--- config.mk ---
export PLATFORM = sky130hd
export DESIGN_NAME = mem_bus_arbiter_flat
export DESIGN_NICKNAME = d
export VERILOG_FILES = /design/src/rtl/mem_bus_if.sv /design/src/rtl/mem_bus_arbiter.sv /design/src/flat_wrapper.sv
export SDC_FILE = /design/constraint.sdc
export NUM_CORES = 1
export LEC_CHECK = 0
export BUFFER_PORTS_ARGS = -buffer_cell sky130_fd_sc_hd__buf_4
export CAP_MARGIN = 5
export CORE_AREA = 10 10 206 208
export DETAILED_ROUTE_END_ITERATION = 16
export DIE_AREA = 0 0 216 218
export GPL_ROUTABILITY_DRIVEN = 0
export PLACE_DENSITY = 0.42
export SYNTH_ARGS = -nofsm -noshare
export SYNTH_HDL_FRONTEND = slang
export SYNTH_SLANG_ARGS = --single-unit
--- constraint.sdc ---
create_clock -name clock -period 2.35 [get_ports clock]
set_input_delay 0.3525 -clock clock [delete_from_list [all_inputs] [get_ports clock]]
set_output_delay 0.3525 -clock clock [all_outputs]
set_load 0.05 [all_outputs]
--- src/rtl/mem_bus_if.sv ---
// Bundles the fetch port, data port, memory-side and routed-return signals shared around mem_bus_arbiter.
interface mem_bus_if;
   logic [1:0]  proc2Imem_command;
   logic [63:0] proc2Imem_addr;
   logic [1:0]  proc2Dmem_command;
   logic [63:0] proc2Dmem_addr;
   logic [63:0] proc2Dmem_data;
   logic [3:0]  mem2proc_response;
   logic [63:0] mem2proc_data;
   logic [3:0]  mem2proc_tag;
   logic [1:0]  proc2mem_command;
   logic [63:0] proc2mem_addr;
   logic [63:0] proc2mem_data;
   logic [3:0]  Imem2proc_response;
   logic [3:0]  Dmem2proc_response;
   logic [63:0] Imem2proc_data;
   logic [63:0] Dmem2proc_data;
   logic [3:0]  Imem2proc_tag;
   logic [3:0]  Dmem2proc_tag;
   logic        arb_idle;
   logic        arb_tag_error;

   modport slave (
      input  proc2Imem_command, proc2Imem_addr,
      input  proc2Dmem_command, proc2Dmem_addr, proc2Dmem_data,
      input  mem2proc_response, mem2proc_data, mem2proc_tag,
      output proc2mem_command, proc2mem_addr, proc2mem_data,
      output Imem2proc_response, Dmem2proc_response,
      output Imem2proc_data, Dmem2proc_data,
      output Imem2proc_tag, Dmem2proc_tag,
      output arb_idle, arb_tag_error
   );

   modport master (
      output proc2Imem_command, proc2Imem_addr,
      output proc2Dmem_command, proc2Dmem_addr, proc2Dmem_data,
      output mem2proc_response, mem2proc_data, mem2proc_tag,
      input  proc2mem_command, proc2mem_addr, proc2mem_data,
      input  Imem2proc_response, Dmem2proc_response,
      input  Imem2proc_data, Dmem2proc_data,
      input  Imem2proc_tag, Dmem2proc_tag,
      input  arb_idle, arb_tag_error
   );
endinterface

--- src/rtl/mem_bus_arbiter.sv ---
// Arbitrates fetch vs data onto one memory bus (data first, fetch after STARVE_LIMIT denials),
// zero-latency grant/response/return routing; losers are simply not answered and retry.
`ifndef SD
`define SD
`endif

module mem_bus_arbiter #(
   parameter int unsigned STARVE_LIMIT = 4
) (
   input logic       clock,
   input logic       reset,
   mem_bus_if.slave  bus
);
   localparam logic [1:0] BUS_NONE  = 2'd0;
   localparam logic [1:0] BUS_LOAD  = 2'd1;
   localparam logic [3:0] LIMIT     = 4'(STARVE_LIMIT);

   logic [3:0]  r_starve_cnt;
   logic [15:0] r_valid;
   logic [15:0] r_owner;
   logic        r_tag_error;

   logic        w_i_req, w_d_req, w_grant_i, w_grant_d;
   logic        w_accept, w_install, w_ret_hit, w_ret_miss, w_ret_owner;
   logic [1:0]  w_win_cmd;
   logic [3:0]  w_starve_nxt;
   logic [15:0] w_valid_nxt, w_owner_nxt;

   assign w_i_req   = (bus.proc2Imem_command != BUS_NONE);
   assign w_d_req   = (bus.proc2Dmem_command != BUS_NONE);
   assign w_grant_i = w_i_req && (!w_d_req || (r_starve_cnt == LIMIT));
   assign w_grant_d = w_d_req && !w_grant_i;
   assign w_win_cmd = w_grant_d ? bus.proc2Dmem_command :
                      w_grant_i ? bus.proc2Imem_command : BUS_NONE;
   assign w_accept  = (w_grant_i || w_grant_d) && (bus.mem2proc_response != 4'd0);
   assign w_install = w_accept && (w_win_cmd == BUS_LOAD);

   assign bus.proc2mem_command   = w_win_cmd;
   assign bus.proc2mem_addr      = w_grant_d ? bus.proc2Dmem_addr :
                                   w_grant_i ? bus.proc2Imem_addr : 64'd0;
   assign bus.proc2mem_data      = w_grant_d ? bus.proc2Dmem_data : 64'd0;
   assign bus.Imem2proc_response = w_grant_i ? bus.mem2proc_response : 4'd0;
   assign bus.Dmem2proc_response = w_grant_d ? bus.mem2proc_response : 4'd0;

   // Returns are routed against the registered table, so a same-tag install this cycle
   // cannot steal the data from the entry it replaces.
   always_comb begin
      w_valid_nxt = r_valid;
      w_owner_nxt = r_owner;
      w_ret_hit   = 1'b0;
      w_ret_miss  = 1'b0;
      w_ret_owner = r_owner[bus.mem2proc_tag];
      if (bus.mem2proc_tag != 4'd0) begin
         if (r_valid[bus.mem2proc_tag]) begin
            w_ret_hit                     = 1'b1;
            w_valid_nxt[bus.mem2proc_tag] = 1'b0;
         end else begin
            w_ret_miss = 1'b1;
         end
      end
      if (w_install) begin
         w_valid_nxt[bus.mem2proc_response] = 1'b1;
         w_owner_nxt[bus.mem2proc_response] = w_grant_d;
      end
      w_valid_nxt[0] = 1'b0;
      w_owner_nxt[0] = 1'b0;
   end

   assign bus.Imem2proc_tag  = (w_ret_hit && !w_ret_owner) ? bus.mem2proc_tag  : 4'd0;
   assign bus.Imem2proc_data = (w_ret_hit && !w_ret_owner) ? bus.mem2proc_data : 64'd0;
   assign bus.Dmem2proc_tag  = (w_ret_hit &&  w_ret_owner) ? bus.mem2proc_tag  : 4'd0;
   assign bus.Dmem2proc_data = (w_ret_hit &&  w_ret_owner) ? bus.mem2proc_data : 64'd0;
   assign bus.arb_idle       = ~|r_valid;
   assign bus.arb_tag_error  = r_tag_error;

   always_comb begin
      w_starve_nxt = r_starve_cnt;
      if (!w_i_req || (w_grant_i && w_accept))
         w_starve_nxt = 4'd0;
      else if (r_starve_cnt < LIMIT)
         w_starve_nxt = r_starve_cnt + 4'd1;
   end

   always_ff @(posedge clock) begin
      if (reset) begin
         r_starve_cnt <= `SD 4'd0;
         r_valid      <= `SD 16'd0;
         r_owner      <= `SD 16'd0;
         r_tag_error  <= `SD 1'b0;
      end else begin
         r_starve_cnt <= `SD w_starve_nxt;
         r_valid      <= `SD w_valid_nxt;
         r_owner      <= `SD w_owner_nxt;
         r_tag_error  <= `SD r_tag_error | w_ret_miss;
      end
   end
endmodule
--- src/flat_wrapper.sv ---
// flat-port wrapper written by rule: the top's interface ports become plain ports
module mem_bus_arbiter_flat 
#(
   parameter int unsigned STARVE_LIMIT = 4
)
  (clock, reset, bus_proc2Imem_command, bus_proc2Imem_addr, bus_proc2Dmem_command, bus_proc2Dmem_addr, bus_proc2Dmem_data, bus_mem2proc_response, bus_mem2proc_data, bus_mem2proc_tag, bus_proc2mem_command, bus_proc2mem_addr, bus_proc2mem_data, bus_Imem2proc_response, bus_Dmem2proc_response, bus_Imem2proc_data, bus_Dmem2proc_data, bus_Imem2proc_tag, bus_Dmem2proc_tag, bus_arb_idle, bus_arb_tag_error);
  mem_bus_if bus_i ();
  input logic clock;
  input logic reset;
  input wire logic [$bits(bus_i.proc2Imem_command)-1:0] bus_proc2Imem_command;
  input wire logic [$bits(bus_i.proc2Imem_addr)-1:0] bus_proc2Imem_addr;
  input wire logic [$bits(bus_i.proc2Dmem_command)-1:0] bus_proc2Dmem_command;
  input wire logic [$bits(bus_i.proc2Dmem_addr)-1:0] bus_proc2Dmem_addr;
  input wire logic [$bits(bus_i.proc2Dmem_data)-1:0] bus_proc2Dmem_data;
  input wire logic [$bits(bus_i.mem2proc_response)-1:0] bus_mem2proc_response;
  input wire logic [$bits(bus_i.mem2proc_data)-1:0] bus_mem2proc_data;
  input wire logic [$bits(bus_i.mem2proc_tag)-1:0] bus_mem2proc_tag;
  output wire logic [$bits(bus_i.proc2mem_command)-1:0] bus_proc2mem_command;
  output wire logic [$bits(bus_i.proc2mem_addr)-1:0] bus_proc2mem_addr;
  output wire logic [$bits(bus_i.proc2mem_data)-1:0] bus_proc2mem_data;
  output wire logic [$bits(bus_i.Imem2proc_response)-1:0] bus_Imem2proc_response;
  output wire logic [$bits(bus_i.Dmem2proc_response)-1:0] bus_Dmem2proc_response;
  output wire logic [$bits(bus_i.Imem2proc_data)-1:0] bus_Imem2proc_data;
  output wire logic [$bits(bus_i.Dmem2proc_data)-1:0] bus_Dmem2proc_data;
  output wire logic [$bits(bus_i.Imem2proc_tag)-1:0] bus_Imem2proc_tag;
  output wire logic [$bits(bus_i.Dmem2proc_tag)-1:0] bus_Dmem2proc_tag;
  output wire logic [$bits(bus_i.arb_idle)-1:0] bus_arb_idle;
  output wire logic [$bits(bus_i.arb_tag_error)-1:0] bus_arb_tag_error;
  assign bus_i.proc2Imem_command = bus_proc2Imem_command;
  assign bus_i.proc2Imem_addr = bus_proc2Imem_addr;
  assign bus_i.proc2Dmem_command = bus_proc2Dmem_command;
  assign bus_i.proc2Dmem_addr = bus_proc2Dmem_addr;
  assign bus_i.proc2Dmem_data = bus_proc2Dmem_data;
  assign bus_i.mem2proc_response = bus_mem2proc_response;
  assign bus_i.mem2proc_data = bus_mem2proc_data;
  assign bus_i.mem2proc_tag = bus_mem2proc_tag;
  assign bus_proc2mem_command = bus_i.proc2mem_command;
  assign bus_proc2mem_addr = bus_i.proc2mem_addr;
  assign bus_proc2mem_data = bus_i.proc2mem_data;
  assign bus_Imem2proc_response = bus_i.Imem2proc_response;
  assign bus_Dmem2proc_response = bus_i.Dmem2proc_response;
  assign bus_Imem2proc_data = bus_i.Imem2proc_data;
  assign bus_Dmem2proc_data = bus_i.Dmem2proc_data;
  assign bus_Imem2proc_tag = bus_i.Imem2proc_tag;
  assign bus_Dmem2proc_tag = bus_i.Dmem2proc_tag;
  assign bus_arb_idle = bus_i.arb_idle;
  assign bus_arb_tag_error = bus_i.arb_tag_error;
  mem_bus_arbiter #(.STARVE_LIMIT(STARVE_LIMIT)) u_core (.clock(clock), .reset(reset), .bus(bus_i));
endmodule
==> key figures, run 1 <==
Power
  – Clock power share: 12.9%
  – Fraction of power spent switching nets: about half
  – Switch Pwr: 2.40 mW
  – Sequential share of power: 12.7%
  – Leak pwr: 6.01 nW
  – Power share of the combinational group: 74.4%
  – P_int: 2.41 mW
  – Power density cells: ~340 nW/µm²
  – Max VDD drop: between 0.0002 and 0.0003 V

Setup path
  – Crit-path cells: mux4_2 -> or2_4 -> buf_12 -> clkbuf_16 -> nand3_2 -> o22ai_1 -> buf_4
  – Cell depth of the worst setup path: 7
  – Worst reg2reg path depth: 8
  – Slowest cell on the critical path: mux4_2
  – R2R setup slack: approximately 0.37 ns
  – CP required: 2.00 ns
  – WP buf/inv: 3
  – FF-to-FF Start: u_core.r_starve_cnt[1]
  – Crit path max fanout: 6
  – Data arrival, critical path: around 2.2 ns
  – Startpoint class of the critical path: flop
  – R2R Path End: u_core.r_owner[9]
  – Slowest Stage Delay on Critical Path: approximately 0.54 ns
  – Worst Setup End Kind: primary output
  – Crit path kind: reg -> out
  – Top Family by Delay on Critical Path: multiplexers

GRT
  – Overflow left after global routing: 0
  – Antenna violations before repair: 8
  – Total Routing Usage GR: roughly a fifth
  – Vias in the first global route: 9266
  – Largest net degree at the start of global routing: 48
  – First-pass GRT wire length: around 71000 µm

Floorplan
  – Ports: 546
  – Die area: 47100 µm²
  – Core area: between 30000 and 40000 µm²
  – Num rows: 72
  – Initial Util: 14.2%
  – Die Width: 216 µm
  – Die Ht: between 200 and 250 µm

Layout
  – Antenna diodes: 0
  – Fill count: 3991
  – Final core occ: 36.9%
  – Nets: roughly 1700
  – Design Area, Final: 14100 µm²
  – Fraction of layout cells with a size suffix above 1: 67.8%
  – Layout area overhead: 161%

Synthesis
  – Syn_area_per_cell: 6.39 µm²
  – Syn Std Cell Area: approximately 5400 µm²
  – XOR/XNOR Fraction of Synth Area: 0.162%
  – Seq/Total Area, Yosys: about an eighth
  – Main flop type after synthesis: dfxtp_1
  – Area contributors post-synth: o22ai_1 15%, dfxtp_1 13%, a22o_1 11%
  – Synth cell count leaders: 139 x nand2_1, 132 x o22ai_1, 74 x and2_1, 74 x o21ai_0, 70 x nand3_1
  – Post-synthesis mux area share: under 10%
  – Post-Synth Simple-Gate Area: 32.0%
  – Fraction of registers with async set or reset after synthesis: 0%
  – Largest area contributor in the netlist: o22ai_1
  – Syn_nets: 1120
  – Warnings from Yosys: 0
  – Yosys reg bits: 35
  – Synth Area in Compound Gates: roughly two fifths
  – Synth top area share: 15.2%
  – Adder-cell area share of the yosys netlist: 0.462%
  – Most common cell in the netlist: nand2_1
  – Post-synth EDFFs: 0
  – Largest family of logic cells by synthesized area: compound AO/OA/AOI/OAI gates
  – Syn Inst Count: 848
  – Netlist cell types: just under 50

Timing
  – Slew HR: approximately 70%
  – RSZ-0062 raised after global routing: true
  – Pins over their slew limit: 0
  – Final Critical Period: between 2 and 3 ns
  – Final count of negative-setup-slack endpoints: 247
  – Worst-Margin Slew: about 0.45 ns
  – Clk_skew: 0.00466 ns
  – Final Hold Fails: 0
  – PnR worst setup slack: -0.172 ns
  – Max frequency: 397 MHz
  – Final Cycle Share: 107%

CTS
  – Total CTS buffers: 5
  – Max clock buf depth: 2
  – Root buf cell: clkbuf_16
  – # clock sinks: 35
  – CTS Hold Buffers Added: 0
  – CTS tree: built
  – Clk slew on worst S/H paths: 0.05 ns
  – Htree depth: 2
  – Clk Latency, worst-skew pair: 0.28 ns

Run status
  – Status: finished, violations left
  – Failing checks: negative setup slack

Flow run
  – Max-cap viol count: 0

Placement
  – Placed cell area: 12000 µm²
  – PortBufs: about 550
  – Dpl hpwl: 42400 µm

Worst hold path
  – Worst Hold End: u_core.bus.arb_tag_error
  – Hold Crit Class: in -> reg
  – Hold depth: 3
  – Hold Path Origin: bus_mem2proc_tag[3]

Drt
  – Initial DRT Pass Iterations: 5
  – ANT nets after route: 0
  – Via count: 9344
  – Vias per cell: 4.81
  – Mean routed wirelength per cell: 27.5 µm
  – DRC: 0
  – Routed Wire Length: around 54000 µm
  – Initial DRC count: 569
## logic make-up (layout without fill, tap and decap cells)
logic type | after synthesis | in the layout
and+or+nand+nor | 348 | 349
AOI/OAI and AO/OA | 315 | 317
buffers and inverters | 118 | 692
DFF | 35 | 35
muxes | 29 | 30
adders and majority gates | 2 | 2
xor gates and xnor gates | 1 | 1
## cells in the final DEF, fill, tap and decap left out, types with 3 or more instances in the layout
master and n:
buf_8 26, mux2i_1 22, o31ai_1 5, inv_1 9, nand3_1 32, nand4_1 4
clkbuf_16 18, dfxtp_2 6, nand2_2 28, a22o_2 59, o22ai_1 28, nor2_1 8
buf_6 157, a22o_4 5, dfxtp_1 29, o21ai_1 45, nor3_1 3, and2_4 5
nor4_1 3, nand3_2 32, o22ai_2 35, and2_1 64, and2_2 5, nand2_1 111
buf_12 32, nor2b_1 6, o21ai_2 6, nand4b_1 8, buf_4 442, buf_16 7
nand2b_1 22, a21oi_1 18, o22ai_4 69, nand3_4 6, o21ai_0 28, mux4_2 3
## power groups by stage
stage	logic [mW]	clock network [mW]	registers (mW)
4_1_cts	3.34	0.637	0.612
5_1_grt	3.72	0.657	0.613
3_3_place_gp	3.18	0	0.624
2_1_floorplan	1.88	0	0.631
6_report	3.58	0.620	0.613
3_5_place_dp	3.20	0	0.625
## metal layers
layer	routed length, µm	global-route usage [%]	up-vias
li1	-	-	4317
met1	19700	21.3	4540
met4	1090	4.05	6
met5	47	0	-
met2	29000	39.0	425
met3	3720	5.40	56
## state kept, by name (all words and copies together) (netlist names)
register                  cells
u_core.r_owner               15
u_core.r_valid               15
u_core.r_starve_cnt           4
u_core.bus.arb_tag_error      1
## metrics by stage
stage               hold slack, ns  setup TNS, ns  total power, mW  instances  worst slack [ns]
finish                       0.438         -19.73             4.81       1944            -0.172
global route                 0.461         -35.75             4.99       1944            -0.213
CTS                          0.446         -25.44             4.59       1923            -0.163
detailed placement           0.467         -24.60             3.82       1901            -0.211
global placement             0.461         -20.50             3.81       1901            -0.198
floorplan                    0.448         -19.95             2.51        848            -0.329
## how the worst max path moves through the flow
| stage | from | to |
|---|---|---|
| floorplan | bus_mem2proc_tag[2] | bus_Dmem2proc_data[11] |
| global placement | bus_mem2proc_tag[1] | bus_Dmem2proc_data[41] |
| detailed placement | bus_mem2proc_tag[1] | bus_Dmem2proc_data[43] |
| CTS | u_core.r_starve_cnt[1] | bus_proc2mem_addr[7] |
| global route | bus_mem2proc_tag[1] | bus_Dmem2proc_data[39] |
| finish | u_core.r_owner[7] | bus_Dmem2proc_data[56] |
## tightest hold or removal path, delay by kind of cell
kind,cells,cell delay [ns]
buffers and inverters,1,0.14
AOI/OAI and AO/OA,1,0.13
and+or+nand+nor,1,0.06
## layout make-up
type	count	area, µm²	area share, %
clock buffer	6	129	0.912
inverter	9	33.8	0.239
multi-input combinational	699	5980	42.3
sequential	35	708	5.01
tap	518	648	4.59
timing repair buffer	677	6640	47.0
## timing repair
action | 4_1_cts | 5_1_grt
pin swaps | 4 | 50
endpoints found under the setup margin | 260 | 270
endpoints found under the hold margin | 0 | 0
cloned | 7 | 17
setup buffers | 9 | 5
gates resized for setup | 127 | 231
(Power assumes the default switching activity.)
==> run 2: changes to the inputs <==
--- a/config.mk
+++ b/config.mk
@@ -12,6 +12,7 @@
 export DIE_AREA = 0 0 216 218
 export GPL_ROUTABILITY_DRIVEN = 0
 export PLACE_DENSITY = 0.42
+export SKIP_LAST_GASP = 1
 export SYNTH_ARGS = -nofsm -noshare
 export SYNTH_HDL_FRONTEND = slang
 export SYNTH_SLANG_ARGS = --single-unit
==> run 2 against run 1 <==
Compared with the run above: the run still ends with negative setup slack left; utilization increased by 0.19 points; setup slack worse by 0.0038 ns; clock-buffer cell count is the same; non-clock buffer count up 12; global-route usage hardly changed; critical path depth is the same; critical endpoint is now bus_Dmem2proc_data[15]; largest power group unchanged.
==> key figures, run 2 (same netlist as run 1, synthesis figures left out) <==
Run status
  – Status: finished, violations left
  – Failing checks: negative setup slack

Timing
  – RSZ-0062 raised after global routing: true
  – Final Hold Fails: 0 (unchanged)
  – Final Cycle Share: 107% (+0.16 points)
  – Worst-Margin Slew: 0.454 ns (+0.00809 ns)
  – WHS: 0.441 ns (+0.00324 ns)
  – Final Critical Period: 2.53 ns (+0.00376 ns)
  – Clk_skew: 0.00525 ns (+0.000590 ns)
  – Final count of negative-setup-slack endpoints: 217 (-12%)
  – Max frequency: 396 MHz (-0.15%)
  – PnR worst setup slack: -0.175 ns (-0.00376 ns)
  – Pins over their slew limit: 0 (unchanged)
  – Slew HR: 69.7% (-0.54 points)

Placement
  – PortBufs: 545 (unchanged)
  – Post-place setup slack: -0.211 ns (unchanged)
  – Dpl hpwl: 42400 µm (unchanged)

Layout
  – Most common cell after layout, fill and taps aside: buf_4
  – Most frequent cells in the layout: 472 x buf_4, 125 x nand2_1, 125 x buf_6
  – Largest regs: u_core.r_owner (15), u_core.r_valid (15), u_core.r_starve_cnt (4)
  – Nets: 1710 (+0.65%)
  – Fill count: 3997 (+0.15%)
  – Fraction of layout cells with a size suffix above 1: 65.4% (-2.4 points)
  – Antenna diodes: 0 (unchanged)
  – Layout area overhead: 162%

GRT
  – Vias in the first global route: 9197 (-0.74%)
  – First-pass GRT wire length: 70600 µm (-0.23%)
  – Total Routing Usage GR: 20.1% (-0.044 points)
  – Overflow left after global routing: 0 (unchanged)
  – Largest net degree at the start of global routing: 48 (unchanged)
  – Antenna violations before repair: 8 (unchanged)

CTS
  – Htree depth: 2 (unchanged)
  – Clk slew on worst S/H paths: 0.05 ns (about the same)
  – Total CTS buffers: 5 (unchanged)
  – Max clock buf depth: 2 (unchanged)
  – Root buf cell: clkbuf_16
  – # clock sinks: 35 (unchanged)
  – CTS tree: built
  – Clk Latency, worst-skew pair: 0.28 ns (about the same)
  – CTS Hold Buffers Added: 0 (unchanged)

Floorplan
  – Num rows: 72 (unchanged)
  – Core area: 38300 µm² (unchanged)
  – Ports: 546 (unchanged)
  – Initial Util: 14.2% (unchanged)
  – Die Ht: 218 µm (unchanged)
  – Die Width: 216 µm (unchanged)
  – Die area: 47100 µm² (unchanged)

Drt
  – Mean routed wirelength per cell: 27.5 µm (about the same)
  – Initial DRT Pass Iterations: 5 (unchanged)
  – Routed Wire Length: 53800 µm (+0.51%)
  – ANT nets after route: 0 (unchanged)
  – Via count: 9361 (+0.18%)
  – Vias per cell: 4.79 (-0.38%)
  – DRC: 0 (unchanged)
  – Initial DRC count: 598 (+5.1%)

Setup path
  – Crit path max fanout: 5 (-1)
  – Worst Setup End Kind: primary output
  – Crit path kind: reg -> out
  – CP required: 2.00 ns (about the same)
  – Startpoint class of the critical path: flop
  – Data arrival, critical path: 2.17 ns (about the same)

Worst hold path
  – Hold Crit Class: in -> reg

Power
  – Max VDD drop: 0.000250 V (-0.17%)
  – Power density cells: 341 nW/µm² (+0.25%)
  – Leak pwr: 6.11 nW (+1.6%)

Flow run
  – Max-cap viol count: 0 (unchanged)
-- run 2: changes by cell type in the layout (fill, tap and decap cells not counted), sizes merged --
cell    delta
buf        +8
clkbuf     +4
o22a       -1
-- run 2: stage by stage --
step / total power [mW] / std cells / setup TNS [ns] / utilization [%] / instance area (µm²)
floorplan: 2.51 / 848 / -19.95 / - / 6670
global placement: 3.81 / 1901 / -20.50 / 31.2 / 12000
detailed placement: 3.82 / 1901 / -24.60 / 31.2 / 12000
CTS: 4.53 / 1923 / -29.07 / 32.6 / 12500
global route: 5.03 / 1955 / -35.07 / 37.1 / 14200
finish: 4.85 / 1955 / -22.05 / 37.1 / 14200
-- run 2: per-layer routing --
layer / wire length [µm] / share of wire [%] / global-route usage (%)
met1: 19800 / 37 / 21.3
met2: 29100 / 54 / 38.8
met3: 3790 / 7.0 / 5.46
met4: 1080 / 2.0 / 3.94
met5: 47 / 0.087 / 0
-- run 2: worst max-delay path, cell delays in order (launching register included) --
cell and delay (ns):
dfxtp_2 0.32, mux4_2 0.54, or2_4 0.35, buf_12 0.17, buf_4 0.15, nand3_1 0.09, o22ai_2 0.08, buf_4 0.19
-- run 2: path summary, 6_finish.rpt --
kind,from,to,cells after the start,slack [ns]
setup / recovery,u_core.r_owner[7],bus_Dmem2proc_data[15],7,-0.18
hold / removal,bus_mem2proc_tag[3],u_core.bus.arb_tag_error,3,0.44
setup reg to reg,u_core.r_starve_cnt[1],u_core.r_owner[9],9,0.29
hold reg to reg,u_core.r_owner[10],u_core.r_owner[10],2,0.47
-- run 2: repair_timing --
action / in CTS / in global routing
setup buffers: 9 / 14
setup endpoints to repair: 260 / 270
pin swaps: 2 / 26
gates resized for setup: 40 / 280
gates cloned: 7 / 21
-- run 2: area by class of cell --
cell class                      instances  area, µm²  area share [%]
Timing Repair Buffer                  689       6760            47.6
Multi-Input combinational cell        698       5930            41.7
Sequential cell                        35        708            4.99
Tap cell                              518        648            4.56
Clock buffer                            6        129           0.907
Inverter                                9       33.8           0.238
-- run 2: where the power goes --
group	switching [mW]	internal, mW
registers	0.00758	0.605
logic	2.16	1.46
clock network	0.236	0.381
total	2.41	2.44
